File: config.mk
export PLATFORM = sky130hd
export DESIGN_NAME = seg7_capture_decoder
export DESIGN_NICKNAME = d
export VERILOG_FILES = /design/src/rtl/seg7_pkg.sv /design/src/rtl/seg7_stability_filter.sv /design/src/rtl/seg7_capture_decoder.sv
export SDC_FILE = /design/constraint.sdc
export NUM_CORES = 1
export LEC_CHECK = 0
export ABC_AREA = 1
export BUFFER_PORTS_ARGS = -buffer_cell sky130_fd_sc_hd__buf_4
export CAP_MARGIN = 30
export CORE_ASPECT_RATIO = 2
export CORE_MARGIN = 8
export CORE_UTILIZATION = 53
export CTS_CLUSTER_DIAMETER = 30
export DETAILED_ROUTE_END_ITERATION = 8
export HOLD_SLACK_MARGIN = 0.1
export PLACE_DENSITY_LB_ADDON = 0.08
export REMOVE_ABC_BUFFERS = 1
export SLEW_MARGIN = 5
export SYNTH_ARGS = -nofsm -noshare
export SYNTH_HDL_FRONTEND = slang
export SYNTH_SLANG_ARGS = --single-unit
export TNS_END_PERCENT = 20
File: constraint.sdc
create_clock -name clk -period 3 [get_ports clk]
set_clock_uncertainty 0.05 [all_clocks]
set_input_delay 0.3 -clock clk [delete_from_list [all_inputs] [get_ports clk]]
set_output_delay 0.3 -clock clk [all_outputs]
set_load 0.02 [all_outputs]
File: src/rtl/seg7_pkg.sv
`default_nettype none
// ============================================================================
// Package : seg7_pkg
// Desc    : Shared 7-segment patterns, filter state type and pattern decoder.
// Rev     : 1.0  initial release
// ============================================================================
package seg7_pkg;

  // Active-high patterns, bit order {g,f,e,d,c,b,a}
  localparam logic [6:0] SEG_0     = 7'h3F;
  localparam logic [6:0] SEG_1     = 7'h06;
  localparam logic [6:0] SEG_2     = 7'h5B;
  localparam logic [6:0] SEG_3     = 7'h4F;
  localparam logic [6:0] SEG_4     = 7'h66;
  localparam logic [6:0] SEG_5     = 7'h6D;
  localparam logic [6:0] SEG_6     = 7'h7D;
  localparam logic [6:0] SEG_7     = 7'h07;
  localparam logic [6:0] SEG_BLANK = 7'h00;

  typedef enum logic [1:0] {
    IDLE     = 2'd0,
    SETTLING = 2'd1,
    LOCKED   = 2'd2
  } seg7_state_e;

  typedef struct packed {
    logic       legal;
    logic       blank;
    logic [2:0] value;
  } seg7_dec_t;

  function automatic seg7_dec_t seg7_to_bin(input logic [6:0] i_pat);
    seg7_dec_t d;
    d = '0;
    case (i_pat)
      SEG_0:     begin d.legal = 1'b1; d.value = 3'd0; end
      SEG_1:     begin d.legal = 1'b1; d.value = 3'd1; end
      SEG_2:     begin d.legal = 1'b1; d.value = 3'd2; end
      SEG_3:     begin d.legal = 1'b1; d.value = 3'd3; end
      SEG_4:     begin d.legal = 1'b1; d.value = 3'd4; end
      SEG_5:     begin d.legal = 1'b1; d.value = 3'd5; end
      SEG_6:     begin d.legal = 1'b1; d.value = 3'd6; end
      SEG_7:     begin d.legal = 1'b1; d.value = 3'd7; end
      SEG_BLANK: d.blank = 1'b1;
      default:   d = '0;
    endcase
    return d;
  endfunction

endpackage
`default_nettype wire

File: src/rtl/seg7_stability_filter.sv
`default_nettype none
// ============================================================================
// Module : seg7_stability_filter
// Desc   : Registers the segment bus and strobes acceptance once a pattern has
//          been held for STABLE_CYCLES consecutive samples.
// Rev    : 1.0  initial release
// ============================================================================
module seg7_stability_filter
  import seg7_pkg::*;
#(
  parameter int STABLE_CYCLES  = 4,
  parameter bit ACTIVE_LOW_SEG = 1'b0
) (
  input  logic       clk,
  input  logic       rst_n,
  input  logic [6:0] i_seg,
  output logic [6:0] o_seg_q,
  output logic       o_accept
);

  localparam int unsigned       c_CNT_W  = 8;
  localparam logic [c_CNT_W-1:0] c_STABLE = c_CNT_W'(STABLE_CYCLES);
  localparam logic [c_CNT_W-1:0] c_ONE    = c_CNT_W'(1);
  localparam logic [6:0]        c_POL    = ACTIVE_LOW_SEG ? 7'h7F : 7'h00;

  logic [6:0]         w_seg_fix;
  logic [6:0]         r_seg_q;
  logic [6:0]         r_seg_p;
  logic [6:0]         r_acc_pat;
  logic [c_CNT_W-1:0] r_cnt;
  logic [c_CNT_W-1:0] w_cnt_nxt;
  seg7_state_e        r_state;
  seg7_state_e        w_state_nxt;
  logic               w_accept;

  assign w_seg_fix = i_seg ^ c_POL;

  always_ff @(posedge clk) begin
    if (!rst_n) begin
      r_state   <= IDLE;
      r_seg_q   <= '0;
      r_seg_p   <= '0;
      r_acc_pat <= SEG_BLANK;
      r_cnt     <= '0;
    end else begin
      r_state <= w_state_nxt;
      r_seg_q <= w_seg_fix;
      r_seg_p <= r_seg_q;
      r_cnt   <= w_cnt_nxt;
      if (w_accept) begin
        r_acc_pat <= r_seg_q;
      end
    end
  end

  // The counter holds how many consecutive cycles r_seg_q has shown its value
  always_comb begin
    w_state_nxt = r_state;
    w_cnt_nxt   = r_cnt;
    w_accept    = 1'b0;
    case (r_state)
      IDLE: begin
        w_state_nxt = SETTLING;
        w_cnt_nxt   = '0;
      end
      SETTLING: begin
        w_cnt_nxt = (r_seg_q == r_seg_p) ? r_cnt + c_ONE : c_ONE;
        if (w_cnt_nxt == c_STABLE) begin
          w_accept    = 1'b1;
          w_state_nxt = LOCKED;
        end
      end
      LOCKED: begin
        if (r_seg_q != r_acc_pat) begin
          w_cnt_nxt = c_ONE;
          // A one-sample filter accepts the change straight from LOCKED
          if (c_ONE == c_STABLE) begin
            w_accept = 1'b1;
          end else begin
            w_state_nxt = SETTLING;
          end
        end
      end
      default: begin
        w_state_nxt = IDLE;
        w_cnt_nxt   = '0;
      end
    endcase
  end

  assign o_seg_q  = r_seg_q;
  assign o_accept = w_accept;

endmodule
`default_nettype wire

File: src/rtl/seg7_capture_decoder.sv
`default_nettype none
// ============================================================================
// Module : seg7_capture_decoder
// Desc   : Recovers the 3-bit value from a filtered 7-segment bus and tracks
//          invalid patterns.
// Rev    : 1.0  initial release
// ============================================================================
module seg7_capture_decoder
  import seg7_pkg::*;
#(
  parameter int STABLE_CYCLES  = 4,
  parameter bit ACTIVE_LOW_SEG = 1'b0,
  parameter int ERR_CNT_W      = 8
) (
  input  logic                 clk,
  input  logic                 rst_n,
  input  logic [6:0]           seg,
  input  logic                 clr_err,
  output logic [2:0]           binary,
  output logic                 digit_valid,
  output logic                 blank,
  output logic                 update,
  output logic                 err,
  output logic                 err_sticky,
  output logic [ERR_CNT_W-1:0] err_count
);

  localparam logic [ERR_CNT_W-1:0] c_CNT_ONE = ERR_CNT_W'(1);
  localparam logic [ERR_CNT_W-1:0] c_CNT_MAX = '1;

  logic [6:0]           w_seg_q;
  logic                 w_accept;
  seg7_dec_t            w_dec;
  logic                 w_invalid;

  logic [2:0]           r_binary;
  logic                 r_digit_valid;
  logic                 r_blank;
  logic                 r_update;
  logic                 r_err;
  logic                 r_err_sticky;
  logic [ERR_CNT_W-1:0] r_err_count;

  seg7_stability_filter #(
    .STABLE_CYCLES  (STABLE_CYCLES),
    .ACTIVE_LOW_SEG (ACTIVE_LOW_SEG)
  ) u_filter (
    .clk      (clk),
    .rst_n    (rst_n),
    .i_seg    (seg),
    .o_seg_q  (w_seg_q),
    .o_accept (w_accept)
  );

  assign w_dec     = seg7_to_bin(w_seg_q);
  assign w_invalid = w_accept & ~w_dec.legal & ~w_dec.blank;

  always_ff @(posedge clk) begin
    if (!rst_n) begin
      r_binary      <= 3'd0;
      r_digit_valid <= 1'b0;
      r_blank       <= 1'b1;
      r_update      <= 1'b0;
      r_err         <= 1'b0;
      r_err_sticky  <= 1'b0;
      r_err_count   <= '0;
    end else begin
      r_update <= w_accept;
      r_err    <= w_invalid;
      // binary keeps the last legal digit across blank and invalid patterns
      if (w_accept) begin
        if (w_dec.legal) begin
          r_binary      <= w_dec.value;
          r_digit_valid <= 1'b1;
          r_blank       <= 1'b0;
        end else begin
          r_digit_valid <= 1'b0;
          r_blank       <= w_dec.blank;
        end
      end
      if (clr_err) begin
        r_err_count  <= '0;
        r_err_sticky <= w_invalid;
      end else if (w_invalid) begin
        r_err_sticky <= 1'b1;
        if (r_err_count != c_CNT_MAX) begin
          r_err_count <= r_err_count + c_CNT_ONE;
        end
      end
    end
  end

  assign binary      = r_binary;
  assign digit_valid = r_digit_valid;
  assign blank       = r_blank;
  assign update      = r_update;
  assign err         = r_err;
  assign err_sticky  = r_err_sticky;
  assign err_count   = r_err_count;

endmodule
`default_nettype wire
== Yosys cells after proc, flatten, opt, wreduce, memory -nomap -nowiden ==
Index checks and enable logic that the tools add are counted.

* Register bits: 47
* Word-level logic and storage cells: 58

* Add/subtract/negate cells: 2
* Equal/unequal tests: 16
* Mux-type cells: 15
* Bitwise gates (word level): 5
* Reductions and logical operators: 8

{| class="wikitable"
|+ Operator list
! cell !! count
|-
| $eq A7 B7 Y1 const B || 5
|-
| $pmux W3 S7 || 1
|-
| $add A8 B1 Y8 const B || 2
|-
| $mux W8 || 2
|-
| $pmux W8 S2 || 1
|-
| $eq A7 B3 Y1 const B || 2
|-
| $eq A8 B3 Y1 const B || 1
|-
| $mux W1 || 8
|-
| $ne A8 B8 Y1 const B || 1
|-
| $reduce_or A8 Y1 || 1
|-
| $eq A7 B6 Y1 const B || 1
|-
| $eq A7 B7 Y1 || 1
|-
| $logic_not A7 Y1 || 1
|-
| $ne A7 B7 Y1 || 1
|-
| $pmux W2 S3 || 1
|-
| $reduce_and A2 Y1 || 3
|-
| $mux W2 || 2
|-
| $ne A2 B1 Y1 const B || 2
|-
| $not A1 Y1 || 3
|-
| $and A1 B1 Y1 || 2
|-
| $eq A2 B1 Y1 const B || 1
|-
| $eq A2 B2 Y1 const B || 1
|-
| $logic_not A2 Y1 || 1
|-
| $reduce_bool A2 Y1 || 1
|-
| $reduce_or A2 Y1 || 1
|}

== Depth between registers and ports, before layout ==
Gate-level depths: netlist of the first run.

* Depth in word-level cells: 9
* Depth in mapped cells: 15

== Cells and area by module ==
From an unflattened synthesis of the first run, not the netlist that was laid out.

* Cell total of the unflattened synthesis: 397
* Area, all modules: 2,676.3 sq um

{| class="wikitable"
|+ Modules (own cells, without submodules)
! module !! instances !! cells each !! area each (sq um) !! sequential area each (sq um)
|-
| seg7_stability_filter || 1 || 250 || 1,675.4 || 620.6
|-
| seg7_capture_decoder || 1 || 147 || 1,001.0 || 320.3
|}

== Worst setup path after synthesis of the first run ==
OpenSTA, ideal clock, no wires.

* Kind: register -> register
* Start: reg u_filter.r_cnt[0]
* End: reg r_binary[1] (netlist: binary[1])
* Setup time: 0.119 ns
* Data arrival time: 1.715 ns
* Required time: 2.831 ns
* Setup slack: 1.115 ns
* Cell stages (with the launch flop): 13
* Clock period less this slack: 1.885 ns
* Cell sequence: dfxtp_1 -> ha_1 -> nand2_1 -> nor2_1 -> nand2_1 -> nand2_1 -> nand3_1 -> nor2_4 -> nand3_2 -> inv_2 -> nand2_1 -> o21ai_0 -> a21oi_1

* Cells in the longest elaborated chain, start to end: 6

{| class="wikitable"
|+ Ends and longest elaborated chain
! what !! RTL line !! source
|-
| start: declaration || seg7_stability_filter.sv:30 || <nowiki>logic [c_CNT_W-1:0] r_cnt;</nowiki>
|-
| start signal: assignment || seg7_stability_filter.sv:49 || <nowiki>r_cnt <= w_cnt_nxt;</nowiki>
|-
| $add A8 B1 Y8 || seg7_stability_filter.sv:67 || <nowiki>w_cnt_nxt = (r_seg_q == r_seg_p) ? r_cnt + c_ONE : c_ONE;</nowiki>
|-
| $mux W8 || seg7_stability_filter.sv:67 ||
|-
| $eq A8 B3 Y1 || seg7_stability_filter.sv:68 || <nowiki>if (w_cnt_nxt == c_STABLE) begin</nowiki>
|-
| $mux W1 || seg7_stability_filter.sv:68 ||
|-
| $mux W1 || seg7_stability_filter.sv:61 || <nowiki>case (r_state)</nowiki>
|-
| $reduce_and A2 Y1 (no source line) || n/a ||
|-
| end signal: assignment || seg7_capture_decoder.sv:73 || <nowiki>r_binary <= w_dec.value;</nowiki>
|-
| end: declaration || seg7_capture_decoder.sv:36 || <nowiki>logic [2:0] r_binary;</nowiki>
|}

Every way passes these cells.
A chain may end at the register's enable or synchronous reset.

== Worst setup path after layout of the first run ==
Same ends and word-level chain as after synthesis.

==> impl_metrics.py, run 1 <==
metrics = {
    "pwr": {
        "p_leak_nw": 1.326,
        "power_density_mw_per_mm2": 462.1,
        "ir_drop_mv": 0.3972,
    },
    "clock_network": {
        "cts_tree": "built",
        "clock-sinks": 47,
        "clk_latency_ps": 300,
        "cts-resized-gates": 0,
        "cts_buffer_depth": 2,
        "cts_buffers": 5,
        "postCtsSetupRepairBufs": 0,
        "clock-root-buffer": "clkbuf_8",
        "h-tree-depth": 2,
        "holdBufCountCts": 0,
        "clkTransAtPathRegs_ps": 90,
    },
    "worst_setup_path": {
        "required_ps": 3140,
        "cp_cell_sequence": "ha_1, nand2_1, nor2_1, nand2_1, nand2_1, nand3_1, nor2_4, nand3_2, inv_2, nand2_1, o21ai_0, a21oi_1",
        "slowest_stage": "dfxtp_1",
        "cpMostUsedCell": "nand2_1",
        "worst_setup_path_start_kind": "flip-flop",
        "worstSetupPathType": "flip-flop to flip-flop",
        "arrival_ps": 2430,
        "max_stage_delay_ps": 470,
        "crit_fanout": 17,
        "endpoint_kind": "flip-flop",
    },
    "synth": {
        "ys.flop_type": "dfxtp_1",
        "synth_top_area_share_pct": 38.10,
        "syn-instance-count": 364,
        "synth_most_common_cell": "nand2_1",
        "seq_area_frac_synth_pct": 38.10,
        "synth_edf_count": 0,
        "synth.distinct_cells": 35,
        "yosys_register_bits": 47,
        "synth_common_cells": "nand2_1, inv_1, dfxtp_1",
        "syn_area_mm2": 0.002470,
        "yosysTopAreaCell": "dfxtp_1",
        "synthArstFlopShare_pct": 0,
        "avgSynthCellArea_um2": 6.785,
        "synth_area_leaders": "dfxtp_1, nand2_1, inv_1",
        "yosys_warnings": 0,
    },
    "sta": {
        "setup_ws_ps": 705.1,
        "hold_slack_ps": 134.1,
        "slew_violations": 0,
        "setup-tns-final_ps": 0,
        "setup_viol_count_final": 0,
        "hold_viol": 0,
        "period_share_pct": 76.50,
        "tightestPinTransition_ps": 602.7,
        "min_period_ps": 2295,
        "fmax_ghz": 0.4358,
        "grt_setup_unrepaired": "no",
        "max_slew_margin_pct": 59.51,
    },
    "floorplanning": {
        "rows": 35,
        "start_util_pct": 54.23,
        "pin_count": 26,
        "die_h_um": 112.5,
        "dieArea_mm2": 0.007233,
        "core_area_mm2": 0.004554,
        "fp.dieW_um": 64.27,
    },
    "placed_design": {
        "io_buffer_count": 25,
        "dpl_worst_slack_ps": 748.8,
        "gp_congestion": 0.8918,
        "dp_hpwl_um": 4396,
    },
    "final_layout": {
        "diodes": 0,
        "nNetsFinal": 404,
        "syn_to_final_growth_pct": 11.80,
        "num-fill-cells": 470,
        "drive_gt1_share_pct": 13.70,
    },
    "route": {
        "via_count": 2247,
        "drt_iter0_markers": 91,
        "wl_per_cell_um": 12.70,
        "drc": 0,
        "ant_nets": 0,
        "first_pass_iters": 4,
        "vias_per_cell": 5.084,
        "totalWireLength_um": 5613,
    },
    "grt": {
        "grt_pass1_wl_um": 9190,
        "grt_use_met2_pct": 31.17,
        "grt_use_met1_pct": 13.70,
        "grtUsageTotal_pct": 15.59,
        "use_met3_pct": 2.792,
        "gr-total-overflow": 0,
        "top_usage_layer": "met2",
        "grt_pass1_vias": 2142,
        "grt_max_degree": 28,
        "antenna_found_initial": 0,
    },
    "status": {
        "status": "complete, no violations",
    },
    "min_path": {
        "worstHoldPathType": "input port to flip-flop",
    },
    "flow_run": {
        "maxCapViolCount": 0,
    },
}
[cells by family after synthesis]
kind of cell	share of synthesized area, %
AOI/OAI and AO/OA	9.626
xor gates and xnor gates	3.192
adders and majority gates	3.546
buffers and inverters	10.64
DFF	38.10
and+or+nand+nor	34.90
[report_power, final]
part	internal, mW	leakage (nW)	switching, mW
registers	0.649	0.382	0.0310
logic	0.0731	0.896	0.135
clock network	0.181	0.0470	0.207
[path summary, 6_finish.rpt]
| check | startpoint | endpoint | slack (ps) | depth (start not counted) |
|---|---|---|---|---|
| worst max register to register | u_filter.r_cnt[0] | binary[1] | 710 | 12 |
| worst max-delay path | u_filter.r_cnt[0] | binary[1] | 710 | 12 |
| worst min-delay path | seg[1] | u_filter.o_seg_q[1] | 130 | 3 |
| worst min register to register | binary[1] | binary[1] | 400 | 2 |
[routing by layer]
layer | share of wire, % | vias to the layer above | wire length (um)
met5 | 0 | - | 0
met4 | 3.1 | 0 | 172
met3 | 2.5 | 14 | 138
met2 | 57 | 37 | 3218
met1 | 37 | 1015 | 2084
li1 | - | 1181 | -
[flip-flops by register name (all words and copies together), names as in the netlist, 2 cells and up]
| register | cells |
|---|---|
| u_filter.r_state | 2 |
| err_count | 8 |
| u_filter.r_seg_p | 7 |
| u_filter.o_seg_q | 7 |
| binary | 3 |
| u_filter.r_cnt | 8 |
| u_filter.r_acc_pat | 7 |
[worst max-delay path, delay by kind of cell, from the launching register on]
kind                     cells  cell delay, ps
AO/OA/AOI/OAI                2             210
adder cells (fa/ha/maj)      1             250
buffers and inverters        1             250
flip-flops                   1             470
AND/OR/NAND/NOR              8             950
[layout by cell type, fill, tap and decap left out]
cell / count
nor2_4: 3
clkinv_1: 1
nor2_2: 5
clkbuf_8: 6
o21ai_1: 1
ha_1: 7
a21oi_2: 2
clkinv_2: 1
inv_1: 52
o22ai_1: 1
nor3b_1: 1
nand3_1: 21
inv_2: 3
nand3b_1: 1
dfxtp_1: 47
nand3_2: 4
a31oi_1: 1
nor3_1: 5
nand2_2: 2
o21ai_0: 14
xnor2_1: 2
buf_4: 25
nor4_1: 2
o21bai_1: 1
o31ai_2: 1
nand2_1: 103
a22oi_1: 1
nand4_2: 1
a21oi_1: 19
o211a_1: 1
xor2_1: 7
nand4_1: 6
nor2_1: 40
[stage by stage]
step	instances	total power [mW]	area [um^2]	util (%)
after global routing	442	1.342	2761	60.63
after global placement	435	0.9009	2674	58.71
after floorplan	355	0.8366	2417	-
after detailed placement	435	0.9043	2674	58.71
after CTS	442	1.288	2761	60.63
final	442	1.276	2761	60.63
[final cells by class]
cell class                 instances  area [um^2]  share of cell area [%]
multi-input combinational        252         1266                   45.85
timing repair buffer              25        187.7                   6.797
tap                               55        68.82                   2.492
inverter                          56        210.2                   7.612
sequential                        47        940.9                   34.07
clock buffer                       6        82.58                   2.990
clock inverter                     1        5.005                  0.1812
Power figures use the tool's default switching activity.
==> run 2, diff against run 1 <==
==> constraint.sdc (replaced) <==
create_clock -name clk -period 2.4 [get_ports clk]
set_clock_uncertainty 0.05 [all_clocks]
set_input_delay 0.24 -clock clk [delete_from_list [all_inputs] [get_ports clk]]
set_output_delay 0.24 -clock clk [all_outputs]
set_load 0.02 [all_outputs]
==> run 2 against run 1 <==
Effect of this change: count of clock-buffer cells in the layout is the same; clock power grew 77%; sequential share of layout area is 1.7 points lower; highest routed layer unchanged; flip-flop and latch count unchanged; first-iteration DRC count up 76%; die area unchanged; maximum frequency up 6.6%; global-route usage is 0.89 points higher; wire length up 2.3%; design area up 5.5%.
==> impl_metrics.py, run 2 (synthesis results as in run 1) <==
metrics = {
    "status": {
        "status": "complete, no violations",
    },
    "final_layout": {
        "final_area_mm2": 0.002914,
        "nNetsFinal": 415,
        "diodes": 0,
        "final_cells": 454,
        "final_cell_mix": "nand2_1, inv_1, dfxtp_1",
        "fin_util_pct": 63.98,
        "multi_input_area_mm2": 0.001271,
        "syn_to_final_growth_pct": 17.98,
        "drive_gt1_share_pct": 15.29,
        "num-fill-cells": 448,
        "mostFrequentLayoutCell": "nand2_1",
        "register_area_um2": 943.4,
    },
    "floorplanning": {
        "dieArea_mm2": 0.007233,
        "start_util_pct": 54.23,
        "die_h_um": 112.5,
        "pin_count": 26,
        "core_area_mm2": 0.004554,
        "fp.dieW_um": 64.27,
        "rows": 35,
    },
    "pwr": {
        "power.total_mw": 1.809,
        "p_int_mw": 1.329,
        "p_clk_share_pct": 38.0,
        "sw_frac_of_total_pct": 26.55,
        "ir_drop_mv": 0.7463,
        "share_comb_of_total_power_pct": 14.9,
        "p_sw_uw": 480.4,
        "seq_power_share_pct": 47.1,
        "power_density_mw_per_mm2": 620.9,
        "p_leak_nw": 1.393,
    },
    "placed_design": {
        "dp_hpwl_um": 4327,
        "gp_congestion": 0.9307,
        "io_buffer_count": 25,
        "dp_cells": 439,
        "dpl_worst_slack_ps": 144.3,
        "place_area_mm2": 0.002704,
    },
    "worst_setup_path": {
        "max_stage_delay_ps": 460,
        "endpoint_kind": "flip-flop",
        "worstSetupPathType": "flip-flop to flip-flop",
        "cpMostUsedCell": "nand2_1",
        "required_ps": 2580,
        "cp_top_family": "simple AND/OR/NAND/NOR gates",
        "crit_fanout": 15,
        "slowest_stage": "dfxtp_1",
        "cp_cell_sequence": "inv_1, nand2_1, nand2_1, nor2_1, nand2_1, nor2_4, nand3_2, nor2_4, nand3_2, inv_2, buf_4, o21ai_0, a21oi_1",
        "arrival_ps": 2330,
        "cp_num_buf_inv": 3,
        "worst_setup_path_start_kind": "flip-flop",
    },
    "grt": {
        "grtUsageTotal_pct": 16.48,
        "antenna_found_initial": 0,
        "grt_pass1_vias": 2305,
        "gr-total-overflow": 0,
        "grt_max_degree": 28,
        "grt_pass1_wl_um": 9804,
    },
    "sta": {
        "tightestPinTransition_ps": 483.6,
        "max_slew_margin_pct": 67.72,
        "fmax_ghz": 0.4644,
        "setup_ws_ps": 246.7,
        "hold_slack_ps": 171.2,
        "setup_viol_count_final": 0,
        "period_share_pct": 89.72,
        "min_period_ps": 2153,
        "hold_viol": 0,
        "setup-tns-final_ps": 0,
        "slew_violations": 0,
        "grt_setup_unrepaired": "no",
    },
    "route": {
        "first_pass_iters": 4,
        "wl_per_cell_um": 12.64,
        "totalWireLength_um": 5740,
        "via_count": 2368,
        "drc": 0,
        "ant_nets": 0,
        "vias_per_cell": 5.216,
        "drt_iter0_markers": 160,
    },
    "clock_network": {
        "cts_buffer_depth": 2,
        "clock-sinks": 47,
        "clk_latency_ps": 300,
        "cts_buffers": 5,
        "postCtsSetupRepairBufs": 0,
        "cts_tree": "built",
        "h-tree-depth": 2,
        "clkTransAtPathRegs_ps": 100,
        "clock-root-buffer": "clkbuf_8",
    },
    "flow_run": {
        "maxCapViolCount": 0,
    },
    "min_path": {
        "worstHoldPathType": "input port to flip-flop",
    },
}
[run 2: path summary, 6_finish.rpt]
kind              cells past startpoint  slack [ps]                start                     to
hold / removal                        4         170              clr_err           err_count[6]
hold reg to reg                       2         400            binary[1]              binary[1]
setup / recovery                     13         250  u_filter.o_seg_q[2]  u_filter.r_acc_pat[4]
setup reg to reg                     13         250  u_filter.o_seg_q[2]  u_filter.r_acc_pat[4]
[run 2: tightest hold or removal path: cells and delay by family]
kind                   cells  cell delay (ps)
AO/OA/AOI/OAI              1               30
AND/OR/NAND/NOR            1               80
buffers and inverters      2              140
[run 2: layer usage]
| metal | wire (um) | GRT usage, % | up-vias |
|---|---|---|---|
| li1 | - | - | 1203 |
| met1 | 2105 | 14.80 | 1085 |
| met2 | 3148 | 31.58 | 61 |
| met3 | 239 | 3.390 | 19 |
| met4 | 246 | 9.824 | 0 |
| met5 | 0 | 0 | - |
[run 2: power groups by stage]
stage | combinational [mW] | clock, mW | sequential [mW]
3_3_place_gp | 0.253 | 0 | 0.867
6_report | 0.270 | 0.688 | 0.852
2_1_floorplan | 0.187 | 0 | 0.859
3_5_place_dp | 0.260 | 0 | 0.868
4_1_cts | 0.270 | 0.708 | 0.850
5_1_grt | 0.308 | 0.736 | 0.858
[run 2: final cells by class]
class | count | share of cell area (%)
clock buffers | 6 | 2.490
clock inverters | 2 | 2.061
inverters | 56 | 7.213
multi-input cells | 252 | 43.62
flip-flops and latches | 47 | 32.37
well taps | 55 | 2.362
repair buffers | 36 | 9.875
[run 2: what timing repair did]
| action | CTS | global route |
|---|---|---|
| resized for setup | 0 | 4 |
| hold buffers | 7 | 0 |
| endpoints found under the setup margin | 0 | 17 |
| hold endpoints to repair | 7 | 0 |
